$ cat src/rtl/btn_ev_pkg.sv
// Shared event codes and per-button hold-state encoding for the button event scheduler.
package btn_ev_pkg;

    typedef enum logic [1:0] {
        EV_PRESS   = 2'b00,
        EV_LONG    = 2'b01,
        EV_RELEASE = 2'b10,
        EV_REPEAT  = 2'b11
    } ev_type_t;

    typedef enum logic [1:0] {
        IDLE  = 2'b00,
        HELD  = 2'b01,
        LONGH = 2'b10
    } btn_st_t;

endpackage

$ cat src/rtl/rr_arbiter.sv
// Round-robin request picker: first set request at or after i_ptr, returned as one-hot and as an index.
module rr_arbiter #(
    parameter int N = 4
) (
    input  logic [N-1:0]         i_req,
    input  logic [$clog2(N)-1:0] i_ptr,
    output logic [N-1:0]         o_grant,
    output logic [$clog2(N)-1:0] o_idx,
    output logic                 o_found
);

    localparam int          IW  = $clog2(N);
    localparam logic [IW:0] N_W = (IW+1)'(N);

    logic [IW:0] w_pos;

    always_comb begin
        o_found = 1'b0;
        o_idx   = '0;
        w_pos   = '0;
        for (int k = 0; k < N; k++) begin
            // modulo-N walk so non-power-of-two N also wraps correctly
            w_pos = {1'b0, i_ptr} + (IW+1)'(k);
            if (w_pos >= N_W) begin
                w_pos = w_pos - N_W;
            end
            if (!o_found && i_req[w_pos[IW-1:0]]) begin
                o_found = 1'b1;
                o_idx   = w_pos[IW-1:0];
            end
        end
        o_grant        = '0;
        o_grant[o_idx] = o_found;
    end

endmodule

$ cat src/rtl/button_event_scheduler.sv
// Classifies debounced button holds into PRESS/LONG/RELEASE(/REPEAT) events and arbitrates them onto one valid/ready stream.
// Optional: define BUTTON_AUTO_REPEAT_EN to emit periodic REPEAT events while a button stays in the long-hold state.
module button_event_scheduler
    import btn_ev_pkg::*;
#(
    parameter int N_BTN        = 4,
    parameter int LONG_TICKS   = 50_000_000,
    parameter int REPEAT_TICKS = 10_000_000,
    parameter int CNT_W        = 26
) (
    input  logic                     clk,
    input  logic                     rst,
    input  logic [N_BTN-1:0]         btn_state,
    input  logic [N_BTN-1:0]         btn_up,
    input  logic [N_BTN-1:0]         btn_dn,
    output logic                     ev_valid,
    input  logic                     ev_ready,
    output logic [$clog2(N_BTN)-1:0] ev_btn,
    output logic [1:0]               ev_type,
    output logic                     ev_drop
);

    localparam int               IDX_W     = $clog2(N_BTN);
    localparam logic [CNT_W-1:0] LONG_LAST = CNT_W'(LONG_TICKS - 1);
`ifdef BUTTON_AUTO_REPEAT_EN
    localparam logic [CNT_W-1:0] REP_LAST  = CNT_W'(REPEAT_TICKS - 1);
`endif
    localparam longint MAX_TICKS = (LONG_TICKS > REPEAT_TICKS) ? longint'(LONG_TICKS)
                                                               : longint'(REPEAT_TICKS);

    if (MAX_TICKS > (longint'(1) << CNT_W)) begin : g_cnt_w_check
        $error("CNT_W too narrow for LONG_TICKS/REPEAT_TICKS");
    end

    logic [N_BTN-1:0] w_req;
    logic [N_BTN-1:0] w_gnt_raw;
    logic [N_BTN-1:0] w_grant;
    logic [N_BTN-1:0] w_drop;
    logic [1:0]       w_pend_type [N_BTN];
    logic [IDX_W-1:0] w_idx;
    logic             w_found;
    logic             w_load;

    logic             r_valid;
    logic [IDX_W-1:0] r_btn;
    logic [1:0]       r_type;
    logic [IDX_W-1:0] r_ptr;

    assign w_load  = ~r_valid | ev_ready;
    assign w_grant = w_load ? w_gnt_raw : '0;

    for (genvar i = 0; i < N_BTN; i++) begin : g_btn
        btn_st_t          r_state;
        logic [CNT_W-1:0] r_cnt;
        logic             r_pend_v;
        logic [1:0]       r_pend_type;
        logic             r_drop;
        logic             w_busy;

        // slot still occupied after this cycle's grant -> a new event overwrites it
        assign w_busy = r_pend_v & ~w_grant[i];

        always_ff @(posedge clk or posedge rst) begin
            if (rst) begin
                r_state     <= IDLE;
                r_cnt       <= '0;
                r_pend_v    <= 1'b0;
                r_pend_type <= EV_PRESS;
                r_drop      <= 1'b0;
            end else begin
                r_drop <= 1'b0;
                if (w_grant[i]) begin
                    r_pend_v <= 1'b0;
                end
                case (r_state)
                    IDLE: begin
                        if (btn_up[i]) begin
                            r_state     <= HELD;
                            r_cnt       <= '0;
                            r_pend_v    <= 1'b1;
                            r_pend_type <= EV_PRESS;
                            r_drop      <= w_busy;
                        end
                    end
                    HELD, LONGH: begin
                        if (btn_dn[i]) begin
                            r_state     <= IDLE;
                            r_cnt       <= '0;
                            r_pend_v    <= 1'b1;
                            r_pend_type <= EV_RELEASE;
                            r_drop      <= w_busy;
                        end else if (!btn_state[i]) begin
                            r_state <= IDLE;
                            r_cnt   <= '0;
                        end else if (r_state == HELD) begin
                            if (r_cnt == LONG_LAST) begin
                                r_state     <= LONGH;
                                r_cnt       <= '0;
                                r_pend_v    <= 1'b1;
                                r_pend_type <= EV_LONG;
                                r_drop      <= w_busy;
                            end else if (r_cnt != '1) begin
                                r_cnt <= r_cnt + 1'b1;
                            end
                        end else begin
`ifdef BUTTON_AUTO_REPEAT_EN
                            if (r_cnt == REP_LAST) begin
                                r_cnt       <= '0;
                                r_pend_v    <= 1'b1;
                                r_pend_type <= EV_REPEAT;
                                r_drop      <= w_busy;
                            end else if (r_cnt != '1) begin
                                r_cnt <= r_cnt + 1'b1;
                            end
`else
                            r_cnt <= '0;
`endif
                        end
                    end
                    default: begin
                        r_state <= IDLE;
                        r_cnt   <= '0;
                    end
                endcase
            end
        end

        assign w_req[i]       = r_pend_v;
        assign w_pend_type[i] = r_pend_type;
        assign w_drop[i]      = r_drop;
    end

    rr_arbiter #(
        .N (N_BTN)
    ) u_arb (
        .i_req   (w_req),
        .i_ptr   (r_ptr),
        .o_grant (w_gnt_raw),
        .o_idx   (w_idx),
        .o_found (w_found)
    );

    always_ff @(posedge clk or posedge rst) begin
        if (rst) begin
            r_valid <= 1'b0;
            r_btn   <= '0;
            r_type  <= EV_PRESS;
            r_ptr   <= '0;
        end else if (w_load) begin
            r_valid <= w_found;
            if (w_found) begin
                r_btn  <= w_idx;
                r_type <= w_pend_type[w_idx];
                r_ptr  <= (w_idx == IDX_W'(N_BTN - 1)) ? '0 : w_idx + 1'b1;
            end
        end
    end

    assign ev_valid = r_valid;
    assign ev_btn   = r_btn;
    assign ev_type  = r_type;
    assign ev_drop  = |w_drop;

endmodule

$ cat config.mk
export PLATFORM = sky130hd
export DESIGN_NAME = button_event_scheduler
export DESIGN_NICKNAME = d
export VERILOG_FILES = /design/src/rtl/btn_ev_pkg.sv /design/src/rtl/rr_arbiter.sv /design/src/rtl/button_event_scheduler.sv
export SDC_FILE = /design/constraint.sdc
export NUM_CORES = 1
export LEC_CHECK = 0
export BUFFER_PORTS_ARGS = -buffer_cell sky130_fd_sc_hd__buf_2
export CORE_MARGIN = 2
export CORE_UTILIZATION = 55
export CTS_BUF_LIST = sky130_fd_sc_hd__clkbuf_16
export CTS_CLUSTER_DIAMETER = 120
export CTS_CLUSTER_SIZE = 30
export DETAILED_ROUTE_END_ITERATION = 12
export PLACE_DENSITY = 0.74
export SYNTH_ARGS = -nofsm -noshare
export SYNTH_HDL_FRONTEND = slang
export SYNTH_SLANG_ARGS = --single-unit
$ cat constraint.sdc
create_clock -name clk -period 4.17 [get_ports clk]
set_input_delay 0.6255 -clock clk [delete_from_list [all_inputs] [get_ports clk]]
set_output_delay 0.6255 -clock clk [all_outputs]
set_load 0.03 [all_outputs]
==> results of run 1 <==
where the power goes:
part / total (mW) / internal [mW] / switching [mW]
clock: 1.40 / 0.858 / 0.546
combinational: 1.37 / 0.489 / 0.885
sequential: 1.55 / 1.44 / 0.110
total: 4.32 / 2.78 / 1.54
worst register-to-register path: stages (launching register included):
cell	delay, ns
dfrtp_1	0.40
ha_1	0.22
nand4_1	0.19
nor4_1	0.77
nand3_1	0.72
nand4_1	0.33
mux2i_1	0.20
o21ai_0	0.08
sequential cells by signal, summed over array words and instances, names as in the netlist:
| name | count |
|---|---|
| ev_btn | 2 |
| ev_type | 2 |
| ev_valid | 1 |
| g_btn.r_cnt | 104 |
| g_btn.r_drop | 4 |
| g_btn.r_pend_type | 8 |
| g_btn.r_pend_v | 4 |
| g_btn.r_state | 8 |
| r_ptr | 2 |
through the flow:
stage	total power [mW]	cells
6_report	4.323	1138
2_1_floorplan	2.597	927
3_5_place_dp	2.937	1107
4_1_cts	4.350	1138
3_3_place_gp	2.905	1107
5_1_grt	4.602	1138
path summary, 6_finish.rpt:
check	to
max in group asynchronous	g_btn[1].r_cnt[22]
setup / recovery	g_btn[0].r_cnt[4]
setup reg to reg	g_btn[0].r_cnt[4]
hold reg to reg	ev_btn[0]
min in group clk	ev_btn[0]
hold / removal	g_btn[0].r_cnt[9]
final cells by class:
class                   instances  area (um2)
inverters                      37       142.6
clock buffers                  17       425.4
well taps                     184       230.2
fillers                      1251        5512
clock inverters                14       120.1
repair buffers                 33       210.2
multi-input cells             718        4405
flip-flops and latches        135        3378
cell usage in the layout, fill, tap and decap left out, types with 5 or more instances in the layout:
| master | netlist | layout |
|---|---|---|
| nand4_1 | 36 | 36 |
| a41oi_1 | 5 | 5 |
| clkbuf_16 | 0 | 17 |
| mux2i_1 | 9 | 9 |
| o21ai_0 | 78 | 78 |
| a31oi_1 | 11 | 11 |
| nand2_1 | 89 | 89 |
| ha_1 | 25 | 25 |
| buf_2 | 1 | 20 |
| and3_1 | 26 | 26 |
| nor3_1 | 15 | 15 |
| xor2_1 | 20 | 20 |
| nand3_1 | 52 | 52 |
| nor2_1 | 84 | 84 |
| a21oi_1 | 56 | 56 |
| nand2b_1 | 10 | 10 |
| a211oi_1 | 7 | 7 |
| xnor2_1 | 20 | 20 |
| and2_1 | 9 | 9 |
| inv_1 | 37 | 39 |
| and4_1 | 11 | 11 |
| dfrtp_1 | 135 | 135 |
| nor4_1 | 21 | 21 |
| o31ai_1 | 20 | 19 |
| a21o_1 | 5 | 5 |
| buf_4 | 1 | 12 |
| or4_1 | 7 | 7 |
| o2111ai_1 | 7 | 7 |
| nor2b_1 | 14 | 14 |
| or3_1 | 12 | 12 |
per-layer routing:
layer | vias up | wire length [um] | GRT usage, %
li1 | 3450 | - | -
met1 | 3371 | 8598 | 32.68
met2 | 162 | 8314 | 37.98
met3 | 14 | 731 | 4.878
met4 | 0 | 139 | 6.405
met5 | - | 0 | 0
cells by family (layout without fill, tap and decap cells):
| family | Yosys count | after routing | share of synthesized area [%] |
|---|---|---|---|
| AND/OR/NAND/NOR | 408 | 408 | 26.58 |
| AO/OA/AOI/OAI | 233 | 233 | 18.11 |
| flip-flops | 135 | 135 | 41.87 |
| buffers and inverters | 74 | 101 | 3.690 |
| XOR/XNOR | 40 | 40 | 4.342 |
| adder cells (fa/ha/maj) | 25 | 25 | 3.877 |
| multiplexers | 12 | 12 | 1.535 |
==> flow_summary.ini, run 1 <==
[setup_path]
worstPathCellList = ha_1 > nand4_1 > nor4_1 > nand3_1 > nand4_1 > mux2i_1 > o21ai_0
crit_arrival_ns = 3.32
timing.rr.start = g_btn[0].r_cnt[0]
reg2regPathDepth = 7
critical_path_fanout_max = 18
path_common_cell = nand4_1
timing_worst_setup_path_type = flop to flop
setup.worst_path.end_class = flop
worst_path_max_delay_cell = nor4_1
timing.critical_path.from_type = flop
worst_path_dominant_cell_family = simple AND/OR/NAND/NOR gates
setup.worst_path.start = g_btn[0].r_cnt[0]
critical_path.max_stage_delay_ns = 0.77
critical_path.n_buffers_inverters = 0
worstPathRequired_ns = 4.45
critical_path_cell_count = 7
setup.reg_to_reg.worst_slack_ns = 1.13

[placement]
placedInstanceArea_um2 = 8367
port_buffers = 20
place_congestion = 0.8483
post-dp-hpwl_um = 12130
pre_cts_ws_ns = 1.247

[timing]
timing_worst_slew_pin_value_ns = 1.004
rsz0062_at_grt = false
slew_viol_final = 0
report.final.hold_viol_count = 0
fin_hold_ws_ns = 0.3943
timing.clock.skew_ns = 0.007372
timing.final.crit_share_pct = 72.87
setup-tns-final_ns = 0
period_minus_slack_ns = 3.039
fin_ws_ns = 1.131
max_clock_freq_mhz = 329.1
worst_slew_margin_rel_pct = 32.81
report.final.setup_viol = 0

[flow_run]
maxCapViolCount = 0

[min_path]
worst_hold_path_type = input port to async pin

[floorplan]
die_area_um2 = 15660
floorplan.io_pins = 21
number_of_placement_rows = 44
die_w_um = 125.1
floorplan.initialDensity_pct = 55.94
die_height_um = 125.1
design.core.area_um2 = 14420

[outcome]
status = complete, no violations

[grt]
maximum_number_of_pins_on_one_net_before_global_route_repair = 136
grt_pass1_wl_um = 31070
grt_antenna_before_repair = 0
grt_pass1_vias = 6621
grt.total_usage_pct = 23.58
grt.overflow.total = 0

[detailed_routing]
drt_iter0_drc = 630
drt_first_pass_iters = 5
routed_wire_length_per_instance_um = 15.63
vias = 6997
route.antenna.remaining_nets = 0
detail_route.vias_per_cell = 6.149
totalWireLength_um = 17780
drc = 0

[clock_network]
cts.htree.levels = 4
cts_max_path_buffers = 2
clock_pin_slew_worst_setup_and_hold_paths_ns = 0.06
hold_buffers = 0
cts_made_buffers = 17
clock_latency_ns = 0.42
post_cts_resize_count = 0
postCtsSetupBuffers = 0
tritoncts = yes
tritoncts_num_sinks = 135
clock-root-buffer = clkbuf_16

[yosys]
ys_async_sr_fraction_pct = 100.0
yosys.cell_types.count = 66
synth.ff_latch_count = 135
yosys_warnings = 0
syn_avg_cell_area_um2 = 8.704
synth_seq_area_share_pct = 41.87
ys.flop_type = dfrtp_1
synth_commonest_cells = dfrtp_1, nand2_1, nor2_1, o21ai_0, a21oi_1
synth.net_count = 967
synth_edf_count = 0
netlist_instances = 927
post-synth-top-area-fraction_pct = 41.87
post-synth-top-area-cell = dfrtp_1
synthMostInstantiatedCell = dfrtp_1
synth.top_cells.by_area = dfrtp_1, o21ai_0, nand2_1, nor2_1, ha_1
mappedNetlistArea_um2 = 8069

[layout]
final_core_utilization_pct = 61.79
post_route_cells_drive_above_1_share_pct = 7.652
layout.nets = 982
insertedDiodeCount = 0
final_design_area_no_fill_um2 = 8912
flow.area_growth_from_synthesis_pct = 10.45

[power_and_ir_drop]
power_per_cell_area_nw_per_um2 = 485.1
p_leak_nw = 3.720
vdd.ir_drop.worst_mv = 0.3877
Power figures use the tool's default switching activity.
==> run 2, diff against run 1 <==
--- a/config.mk
+++ b/config.mk
@@ -5,6 +5,7 @@
 export SDC_FILE = /design/constraint.sdc
 export NUM_CORES = 1
 export LEC_CHECK = 0
+export ABC_AREA = 1
 export BUFFER_PORTS_ARGS = -buffer_cell sky130_fd_sc_hd__buf_2
 export CORE_MARGIN = 2
 export CORE_UTILIZATION = 55
@@ -12,7 +13,7 @@
 export CTS_CLUSTER_DIAMETER = 120
 export CTS_CLUSTER_SIZE = 30
 export DETAILED_ROUTE_END_ITERATION = 12
-export PLACE_DENSITY = 0.74
+export PLACE_DENSITY = 0.71
 export SYNTH_ARGS = -nofsm -noshare
 export SYNTH_HDL_FRONTEND = slang
 export SYNTH_SLANG_ARGS = --single-unit
==> constraint.sdc (replaced) <==
create_clock -name clk -period 2.8 [get_ports clk]
set_input_delay 0.42 -clock clk [delete_from_list [all_inputs] [get_ports clk]]
set_output_delay 0.42 -clock clk [all_outputs]
set_load 0.03 [all_outputs]
==> run 2 against run 1 <==
Via count rose by 41%. Core utilization down 0.93 points. Area after synthesis rose by 25%. Sequential power rose by 52%. Design area up 23%. Clock skew increased by 0.0011 ns. First-iteration DRC count grew 46%. Register-to-register slack lost 0.77 ns. Synthesized cell count is 67% higher. Power grew 77%. Critical path type unchanged. Largest power group is now combinational logic.
==> flow_summary.ini, run 2 <==
[timing]
max_clock_freq_mhz = 410.7
report.final.hold_viol_count = 0
timing_worst_slew_pin_value_ns = 0.8082
slew_viol_final = 0
rsz0062_at_grt = false
setup-tns-final_ns = 0
report.final.setup_viol = 0
timing.clock.skew_ns = 0.008486
worst_slew_margin_rel_pct = 46.01
timing.final.crit_share_pct = 86.95
period_minus_slack_ns = 2.435

[yosys]
synth_seq_area_share_pct = 33.61
netlist_instances = 1547
yosys.cell_types.count = 46
synthMostInstantiatedCell = nand2_1
ys.flop_type = dfrtp_1
ys_async_sr_fraction_pct = 100.0
syn_avg_cell_area_um2 = 6.497
post-synth-top-area-fraction_pct = 33.61
synth_edf_count = 0
mappedNetlistArea_um2 = 10050
synth_commonest_cells = nand2_1, inv_1, nor2_1, nand3_1, dfrtp_1
synth.top_cells.by_area = dfrtp_1, nand2_1, inv_1, nand3_1, nor2_1
synth.ff_latch_count = 135
synth.net_count = 1587
yosys_warnings = 0
post-synth-top-area-cell = dfrtp_1

[floorplan]
die_area_um2 = 19370
die_height_um = 139.2
floorplan.io_pins = 21
number_of_placement_rows = 49
design.core.area_um2 = 17960
floorplan.initialDensity_pct = 55.95
die_w_um = 139.2

[placement]
place_congestion = 1.002
port_buffers = 20
post-dp-hpwl_um = 19540

[clock_network]
clock_latency_ns = 0.44
tritoncts_num_sinks = 135
post_cts_resize_count = 0
cts.htree.levels = 4
cts_made_buffers = 17
cts_max_path_buffers = 2
tritoncts = yes
postCtsSetupBuffers = 0
hold_buffers = 0
clock-root-buffer = clkbuf_16
clock_pin_slew_worst_setup_and_hold_paths_ns = 0.06

[layout]
flow.area_growth_from_synthesis_pct = 8.776
reg.largest.list = g_btn.r_cnt x104, g_btn.r_pend_type x8, g_btn.r_state x8
layout.filler_cells = 1698
top_register = g_btn.r_cnt
post_route_cells_drive_above_1_share_pct = 7.590
largest_reg_flops = 104
layout.nets = 1610
layout_commonest_cell = nand2_1
most-common-layout-cells = nand2_1, inv_1, nor2_1
final_core_utilization_pct = 60.86
insertedDiodeCount = 0

[power_and_ir_drop]
power_per_cell_area_nw_per_um2 = 701.0
vdd.ir_drop.worst_mv = 0.5894
p_leak_nw = 5.052

[detailed_routing]
route.antenna.remaining_nets = 0
drt_iter0_drc = 917
detail_route.vias_per_cell = 5.464
drc = 0
vias = 9890
totalWireLength_um = 26000
routed_wire_length_per_instance_um = 14.36
drt_first_pass_iters = 5

[setup_path]
timing_worst_setup_path_type = flop to flop
worstPathRequired_ns = 3.10
setup.worst_path.end_class = flop
setup.worst_path.start = r_ptr[0]
timing.rr.start = r_ptr[0]
critical_path_fanout_max = 11
crit_arrival_ns = 2.73
timing.critical_path.from_type = flop

[grt]
grt_pass1_vias = 9403
grt.met1_usage_pct = 37.75
grt.total_usage_pct = 27.91
groute.layer.met2.usage_pct = 45.74
maximum_number_of_pins_on_one_net_before_global_route_repair = 40
grt_pass1_wl_um = 44660
grt_antenna_before_repair = 0
grt.overflow.total = 0
busiest_layer = met2
groute.layer.met3.usage_pct = 5.145

[min_path]
worst_hold_path_type = input port to async pin

[outcome]
status = complete, no violations

[flow_run]
maxCapViolCount = 0
## run 2: cell types whose count changed after synthesis, sizes merged, moves of 24 or more
cell and change:
nand4 +27, nor3 +78, inv +191, nand3 +115, and3 -26, nor2 +112
nand2 +336, clkbuf -25, buf +24
## run 2: final timing paths
path / to / slack [ns] / cells after the start
max in group asynchronous: g_btn[0].r_cnt[3] / 2.02 / 3
worst min-delay path: g_btn[2].r_cnt[0] / 0.13 / 2
worst max-delay path: r_ptr[1] / 0.37 / 12
worst max register to register: r_ptr[1] / 0.37 / 12
min in group clk: ev_valid / 0.28 / 4
worst min register to register: g_btn[2].r_pend_type[1] / 0.49 / 2
## run 2: kinds of logic (layout without fill, tap and decap cells)
group | after synthesis | count (layout) | share of synthesized area [%]
AO/OA/AOI/OAI | 143 | 143 | 7.581
XOR/XNOR | 20 | 20 | 1.743
adder cells (fa/ha/maj) | 25 | 25 | 3.112
buffers and inverters | 268 | 302 | 10.93
flip-flops | 135 | 135 | 33.61
AND/OR/NAND/NOR | 956 | 956 | 43.02
## run 2: cell type report
cell class	instances	area, um2	share of cell area, %
clock buffer	17	425.4	3.891
clock inverter	13	93.84	0.8583
inverter	232	874.6	8.000
multi-input combinational	1144	5574	50.98
sequential	135	3378	30.90
tap	229	286.5	2.621
timing repair buffer	40	300.3	2.747
## run 2: metal layers
layer  part of all wire (%)  wire length (um)
met1                     46             12030
met2                     46             12050
met3                    5.1              1335
met4                    2.2               581
met5                      0                 0
## run 2: power by group
| part | internal (mW) | leakage [nW] | switching, mW |
|---|---|---|---|
| Clock | 1.18 | 0.251 | 0.859 |
| Combinational | 0.958 | 2.96 | 2.31 |
| Sequential | 2.17 | 1.84 | 0.180 |
## run 2: worst max-delay path, cell delays in order, from the launching register on
cell     delay (ns)
dfrtp_1        0.53
inv_1          0.25
nand2_1        0.10
nand2_1        0.12
nand2_1        0.11
nand2_1        0.07
nor2_2         0.16
nand3_2        0.17
nand3_2        0.23
inv_1          0.10
ha_1           0.30
nand2_1        0.06
o21ai_0        0.10
## run 2: metrics by stage
stage	hold WS, ns	setup slack (ns)	instances	total power, mW	area (um2)
floorplan	0.4530	0.7008	1547	4.828	10050
global placement	0.4738	0.4009	1780	5.604	10410
detailed placement	0.4803	0.3700	1780	5.635	10410
CTS	0.1532	0.3875	1810	7.700	10930
global route	0.1759	0.07354	1810	8.279	10930
finish	0.1339	0.3653	1810	7.664	10930
